## src/rtl/rvsteel_bus_arbiter.sv

```systemverilog
// Two-manager, one-subordinate round-robin arbiter for the RISC-V Steel system bus.
// Define RVSTEEL_BUS_TIMEOUT_EN to fault transactions the subordinate never answers.
module rvsteel_bus_arbiter #(
  parameter int ADDR_WIDTH     = 32,
  parameter int DATA_WIDTH     = 32,
  parameter int TIMEOUT_CYCLES = 255
) (
  input  logic                    clock,
  input  logic                    reset,
  input  logic [ADDR_WIDTH-1:0]   m0_address,
  input  logic                    m0_read_request,
  input  logic                    m0_write_request,
  input  logic [DATA_WIDTH-1:0]   m0_write_data,
  input  logic [DATA_WIDTH/8-1:0] m0_write_strobe,
  output logic [DATA_WIDTH-1:0]   m0_read_data,
  output logic                    m0_response,
  output logic                    m0_fault,
  input  logic [ADDR_WIDTH-1:0]   m1_address,
  input  logic                    m1_read_request,
  input  logic                    m1_write_request,
  input  logic [DATA_WIDTH-1:0]   m1_write_data,
  input  logic [DATA_WIDTH/8-1:0] m1_write_strobe,
  output logic [DATA_WIDTH-1:0]   m1_read_data,
  output logic                    m1_response,
  output logic                    m1_fault,
  output logic [ADDR_WIDTH-1:0]   s_address,
  output logic                    s_read_request,
  output logic                    s_write_request,
  output logic [DATA_WIDTH-1:0]   s_write_data,
  output logic [DATA_WIDTH/8-1:0] s_write_strobe,
  input  logic [DATA_WIDTH-1:0]   s_read_data,
  input  logic                    s_response,
  output logic                    grant_owner,
  output logic                    busy
);

  localparam logic [1:0] IDLE  = 2'd0;
  localparam logic [1:0] GRANT = 2'd1;
  localparam logic [1:0] RESP  = 2'd2;

  logic [1:0]              state;
  logic                    last_grant;
  logic                    req0;
  logic                    req1;
  logic                    pick;
  logic                    pick_rd;
  logic                    pick_wr;
  logic [ADDR_WIDTH-1:0]   pick_addr;
  logic [DATA_WIDTH-1:0]   pick_wdata;
  logic [DATA_WIDTH/8-1:0] pick_strb;
  logic                    timeout;

  assign req0 = m0_read_request | m0_write_request;
  assign req1 = m1_read_request | m1_write_request;

  // On a tie the manager that did not win last time is granted.
  always_comb begin
    pick = 1'b0;
    if (req0 && req1) pick = ~last_grant;
    else if (req1)    pick = 1'b1;
  end

  always_comb begin
    pick_rd    = m0_read_request;
    pick_wr    = m0_write_request;
    pick_addr  = m0_address;
    pick_wdata = m0_write_data;
    pick_strb  = m0_write_strobe;
    if (pick) begin
      pick_rd    = m1_read_request;
      pick_wr    = m1_write_request;
      pick_addr  = m1_address;
      pick_wdata = m1_write_data;
      pick_strb  = m1_write_strobe;
    end
  end

`ifdef RVSTEEL_BUS_TIMEOUT_EN
  localparam int CW = ($clog2(TIMEOUT_CYCLES + 1) > 8) ? $clog2(TIMEOUT_CYCLES + 1) : 8;
  localparam logic [CW-1:0] TLAST = CW'(TIMEOUT_CYCLES - 1);

  logic [CW-1:0] tcount;

  // Counter is 0 on the first GRANT cycle, so the timeout fires on GRANT cycle TIMEOUT_CYCLES.
  always_ff @(posedge clock) begin
    if (reset || state != GRANT) tcount <= '0;
    else                         tcount <= tcount + CW'(1);
  end

  assign timeout = (state == GRANT) && (tcount == TLAST);
`else
  localparam int unused_timeout_cycles = TIMEOUT_CYCLES;
  assign timeout = 1'b0;
`endif

  always_ff @(posedge clock) begin
    if (reset) begin
      state           <= IDLE;
      last_grant      <= 1'b1;
      grant_owner     <= 1'b0;
      busy            <= 1'b0;
      s_address       <= '0;
      s_read_request  <= 1'b0;
      s_write_request <= 1'b0;
      s_write_data    <= '0;
      s_write_strobe  <= '0;
      m0_read_data    <= '0;
      m0_response     <= 1'b0;
      m0_fault        <= 1'b0;
      m1_read_data    <= '0;
      m1_response     <= 1'b0;
      m1_fault        <= 1'b0;
    end else begin
      case (state)
        IDLE: begin
          if (req0 || req1) begin
            state           <= GRANT;
            busy            <= 1'b1;
            grant_owner     <= pick;
            last_grant      <= pick;
            s_address       <= pick_addr;
            s_write_data    <= pick_wdata;
            s_write_strobe  <= pick_strb;
            s_read_request  <= pick_rd;
            s_write_request <= pick_wr & ~pick_rd;
          end
        end
        GRANT: begin
          // s_response takes priority over a coincident timeout.
          if (s_response) begin
            state           <= RESP;
            s_read_request  <= 1'b0;
            s_write_request <= 1'b0;
            if (grant_owner) begin
              m1_response  <= 1'b1;
              m1_read_data <= s_read_request ? s_read_data : '0;
            end else begin
              m0_response  <= 1'b1;
              m0_read_data <= s_read_request ? s_read_data : '0;
            end
          end else if (timeout) begin
            state           <= RESP;
            s_read_request  <= 1'b0;
            s_write_request <= 1'b0;
            if (grant_owner) begin
              m1_response <= 1'b1;
              m1_fault    <= 1'b1;
            end else begin
              m0_response <= 1'b1;
              m0_fault    <= 1'b1;
            end
          end
        end
        RESP: begin
          state        <= IDLE;
          busy         <= 1'b0;
          m0_response  <= 1'b0;
          m0_fault     <= 1'b0;
          m0_read_data <= '0;
          m1_response  <= 1'b0;
          m1_fault     <= 1'b0;
          m1_read_data <= '0;
        end
        default: state <= IDLE;
      endcase
    end
  end

endmodule

```

## config.mk

```make
export PLATFORM = sky130hd
export DESIGN_NAME = rvsteel_bus_arbiter
export DESIGN_NICKNAME = d
export VERILOG_FILES = /design/src/rtl/rvsteel_bus_arbiter.sv
export SDC_FILE = /design/constraint.sdc
export NUM_CORES = 1
export LEC_CHECK = 0
export BUFFER_PORTS_ARGS = -buffer_cell sky130_fd_sc_hd__buf_2
export CORE_MARGIN = 4
export CORE_UTILIZATION = 40
export DETAILED_ROUTE_END_ITERATION = 10
export PLACE_DENSITY = 0.72
export SYNTH_ARGS = -nofsm -noshare
export SYNTH_HDL_FRONTEND = slang
export SYNTH_SLANG_ARGS = --single-unit
```

## constraint.sdc

```tcl
create_clock -name clock -period 2.4 [get_ports clock]
set_input_delay 0.24 -clock clock [delete_from_list [all_inputs] [get_ports clock]]
set_output_delay 0.24 -clock clock [all_outputs]
set_load 0.01 [all_outputs]
```

### After elaboration in Yosys (flattened, before gate mapping)

Cells that the tools add are included.

* bits in registers: 141
* latch bits: 0
* bits in writable memories: 0
* bits in read-only memories: 0
* input bits: 175
* output and inout bits: 140
* logic and storage cells: 66
* memories: 0

* add/subtract/negate cells: 0
* $mul: 0
* div/mod/pow operators: 0
* $lt $le $gt $ge: 0
* equality and inequality tests: 6
* shift-type cells: 0
* mux-type cells: 30
* bitwise logic cells: 5
* reduce and logical (&&, ||, !) cells: 12

Operators with widths (number)
* 32-bit two-way mux: 7
* 32-bit one-hot mux with 2 select lines: 2
* 1-bit two-way mux: 12
* 1-bit one-hot mux with 2 select lines: 5
* 3-bit AND reduction: 3
* 2-bit != test, second input constant: 4
* 2-bit AND reduction: 3
* 2-bit nonzero test: 3
* 2-bit two-way mux: 2
* 4-bit two-way mux: 1
* 2-bit one-hot mux with 2 select lines: 1
* 2-bit by 1-bit == test with 1-bit output, second input constant: 1
* 2-bit == test, second input constant: 1
* 2-bit logical NOT: 1
* 1-bit NOT: 2
* 1-bit bitwise OR: 2
* 1-bit bitwise AND: 1
* 1-bit logical AND: 1
* 1-bit logical OR: 1

### Longest topological paths before layout

* depth after elaboration: 8
* gate-level depth with buffers: 6
* gate-level depth less buffers: 4

### Worst setup path before layout

OpenSTA, ideal clock, no wires.

* path type: register to register
* start: register state[1]
* end: register m1_read_data[12]
* library setup time: 0.132 ns
* data arrival time: 1.202 ns
* required time: 2.268 ns
* setup slack: 1.065 ns
* stages on the path, launching flop included: 7
* path buffers: 2
* period minus slack after synthesis: 1.335 ns
* cell sequence: dfxtp_1 nand3b_1 or2_1 clkbuf_1 buf_2 nand2_1 a21oi_1

* cells in the longest elaborated chain, start to end: 3
* elaborated cells between the ends (all ways): 7
* those cells by class: eq/ne (4); mux (1); reduce/logical (2)

RTL lines
* from (decl): RTL line 41 `logic [1:0] state;`
* from (signal assigned): RTL line 98 `state <= IDLE;`
* from (signal assigned): RTL line 117 `state <= GRANT;`
* from (signal assigned): RTL line 131 `state <= RESP;`
* 2-bit by 1-bit == test with 1-bit output or 2-bit == test (tied branches): RTL line 114 `case (state)`
* 2-bit != test (no source line) or 2-bit nonzero test (tied branches)
* 3-bit AND reduction (no source line)
* to (signal assigned): RTL line 136 `m1_read_data <= s_read_request ? s_read_data : '0;`
* to (decl): RTL line 23 `output logic [DATA_WIDTH-1:0] m1_read_data,`

Several ways; a longest one is shown, not always the timed one.
A chain may end at the register's enable or synchronous reset.

### Worst setup path in the final report

* start: register s_read_request
* end: output s_read_request

RTL lines
* from (decl): RTL line 27 `output logic s_read_request,`
* from (signal assigned): RTL line 124 `s_read_request <= pick_rd;`

No word-level cell between the ends.

==> reports/qor.yml <==
worst_setup_path:
  critPathCaptureType: "primary output"
  cp.buffers_inverters: 2
  path_cells: "buf_4, buf_2"
  critical_path_class: "reg2out"
  critPathArrivalTime_ps: 1620
  cp_top_family: "flip-flops"
  crit_start: "s_read_request$_SDFFE_PP0P_"
  slowest_delay_ps: 720
  slowest_stage: "dfxtp_2"
  reg2reg_from: "state[1]$_SDFFE_PP0P_"
  critPathLaunchType: "flip-flop"
  required_ps: 2160
  critPathMaxFanout: 29
clocking:
  postCtsSetupBuffers: 0
  cts_tree: "done"
  cts_buffer_depth: 2
  clkTransAtPathRegs_ps: 60
  cts_root_buffer: "clkbuf_16"
  postCtsHoldBufs: 0
  cts_buffers: 17
  post_cts_resized: 0
  clk_latency_ps: 430
  cts.htree.levels: 4
  cts.sinks: 141
global_route:
  grt_pass1_wl_mm: 30.1
  grt_overflow: 0
  grt_max_degree: 65
  grt_pass1_vias: 5882
  grt_usage: 0.226
  antenna_found_initial: 2
logic_synthesis:
  avgSynthCellArea_um2: 8.34
  ys_seq_area_frac: 0.476
  netlist-cell-type-count: 28
  ys_warn_count: 0
  synth_cells: 711
  syn_area_mm2: 0.00593
  yosys_register_bits: 141
routing:
  wl_per_cell_um: 16.4
  drt_iter0_drc: 319
  routed_via_density: 5.19
  drcViolationCount: 0
  drtAntennaViolNets: 0
  wl_mm: 19.6
  vias: 6182
  first_pass_iters: 5
power:
  powerDensity_mw_per_mm2: 802
  finalPower_w: 0.00658
  peakVddDrop_uv: 425
  leakage_nw: 3.75
timing:
  worst_clock_skew_ps: 10.0
  tns_ps: 0
  finalSetupViolCount: 0
  fmax_ghz: 0.538
  layout_worst_path_cycle_share: 0.774
  holdWs_ps: 55.2
  rsz0062_at_grt: "no"
  tightest_slew_ps: 613
  period_minus_slack_ps: 1860
  hold_viol_final: 0
  relSlewSlack: 0.591
  maxSlewViolCount: 0
die:
  dieWidth_um: 130
  initial_core_util: 0.408
  design.core.area_mm2: 0.0145
  fp.dieH_um: 130
  num_io_pins: 315
  dieArea_mm2: 0.0168
  rows: 44
job:
  cap_violations: 0
place:
  portBuffers: 312
  dpl_cell_area_mm2: 0.00761
  dp_hpwl_mm: 13.9
  gp_congestion: 0.840
final_layout:
  finalNetCount: 1168
  final_area_mm2: 0.00821
  drive_gt1_frac: 0.428
  fill_cells: 1350
  final_core_util: 0.565
  syn_to_final_growth_pct: 38.4
hold_path:
  hold_class: "in2reg"
  holdCritStartpoint: "m0_address[28]"
status:
  outcome: "finished clean"
synthesized netlist by cell type:
| master | number | area, um^2 |
|---|---|---|
| dfxtp_1 | 141 | 2820 |
| nand2_1 | 135 | 507 |
| a21oi_1 | 129 | 646 |
| nor2_1 | 73 | 274 |
| nand3_1 | 66 | 330 |
| a211oi_2 | 50 | 626 |
| clkbuf_1 | 33 | 124 |
| buf_2 | 24 | 120 |
| a211oi_1 | 18 | 135 |
| a21oi_2 | 10 | 87.6 |
| buf_6 | 6 | 67.6 |
| buf_4 | 5 | 37.5 |
| nand2b_1 | 5 | 31.3 |
| o21ai_1 | 2 | 10.0 |
| a221o_1 | 1 | 10.0 |
| a22oi_1 | 1 | 7.51 |
| and3b_1 | 1 | 8.76 |
| buf_1 | 1 | 3.75 |
| conb_1 | 1 | 3.75 |
| inv_1 | 1 | 3.75 |
| nand3b_1 | 1 | 7.51 |
| nor3_2 | 1 | 10.0 |
| nor4_4 | 1 | 21.3 |
| o21a_1 | 1 | 7.51 |
| o21ai_0 | 1 | 5.00 |
| or2_1 | 1 | 6.26 |
| or3_1 | 1 | 6.26 |
| or3b_1 | 1 | 8.76 |
worst min-delay path, stage by stage:
cell and delay, ps:
buf_2 90, nand2_1 40, a211oi_1 50
power by group:
part | internal [W] | total (W) | leakage (nW) | switching, W
Combinational | 0.000515 | 0.00129 | 2.30 | 0.000773
Clock | 0.00164 | 0.00267 | 0.295 | 0.00104
Sequential | 0.00252 | 0.00262 | 1.16 | 0.000106
Total | 0.00467 | 0.00658 | 3.75 | 0.00192
cells in the final DEF (no fill, tap or decap), drive strengths merged, types with 2 or more instances in the layout:
master and n:
bufinv 3, buf 331, nor2 73, conb 2, nand2b 5, nand2 135, dfxtp 141, clkinv 7
nand3 66, a211oi 68, o21ai 3, inv 4, clkbuf 18, a21oi 139
final cells by class:
cell class / count / area, um^2 / share of cell area
Sequential cell: 141 / 2820 / 0.344
Clock inverter: 14 / 166 / 0.0203
Multi-Input combinational cell: 501 / 2780 / 0.339
Timing Repair Buffer: 331 / 1770 / 0.216
Antenna cell: 1 / 2.50 / 0.000305
Inverter: 1 / 3.75 / 0.000457
Clock buffer: 18 / 429 / 0.0523
Tap cell: 184 / 230 / 0.0281
cell families (layout without fill, tap and decap cells):
logic type      count (synthesis)  after routing  synth area share
compound gates                213            213             0.259
simple gates                  286            286             0.204
flops                         141            141             0.476
buf+inv                        70            364            0.0602
other cells                     1              3          0.000633
routing by layer:
| layer | track usage | part of all wire | vias up | routed length (um) |
|---|---|---|---|---|
| met5 | 0 | 0.00036 | - | 7 |
| met4 | 0.114 | 0.035 | 2 | 680 |
| met3 | 0.0933 | 0.11 | 46 | 2150 |
| met2 | 0.363 | 0.47 | 277 | 9290 |
| met1 | 0.260 | 0.38 | 2843 | 7460 |
| li1 | - | - | 3014 | - |
flip-flops by register name, summed over array words and instances, names as in the netlist:
name and flops:
m1_read_data 32, m1_response 1, busy 1, m0_read_data 32, m0_response 1, state 2, s_write_strobe 4, s_write_request 1
grant_owner 1, s_address 32, s_write_data 32, s_read_request 1, last_grant 1
final timing paths:
path	to	slack, ps	cells past startpoint
worst max-delay path	s_read_request	540	2
worst max register to register	m1_read_data[31]$_SDFFE_PP0P_	780	5
worst min register to register	m1_read_data[6]$_SDFFE_PP0P_	450	2
worst min-delay path	s_address[28]$_SDFFE_PP0P_	60	3
through the flow:
step	instances	setup slack, ps
finish	1191	543
global route	1191	459
CTS	1190	546
detailed placement	1158	555
global placement	1158	628
floorplan	712	1070
Power figures use the tool's default switching activity.
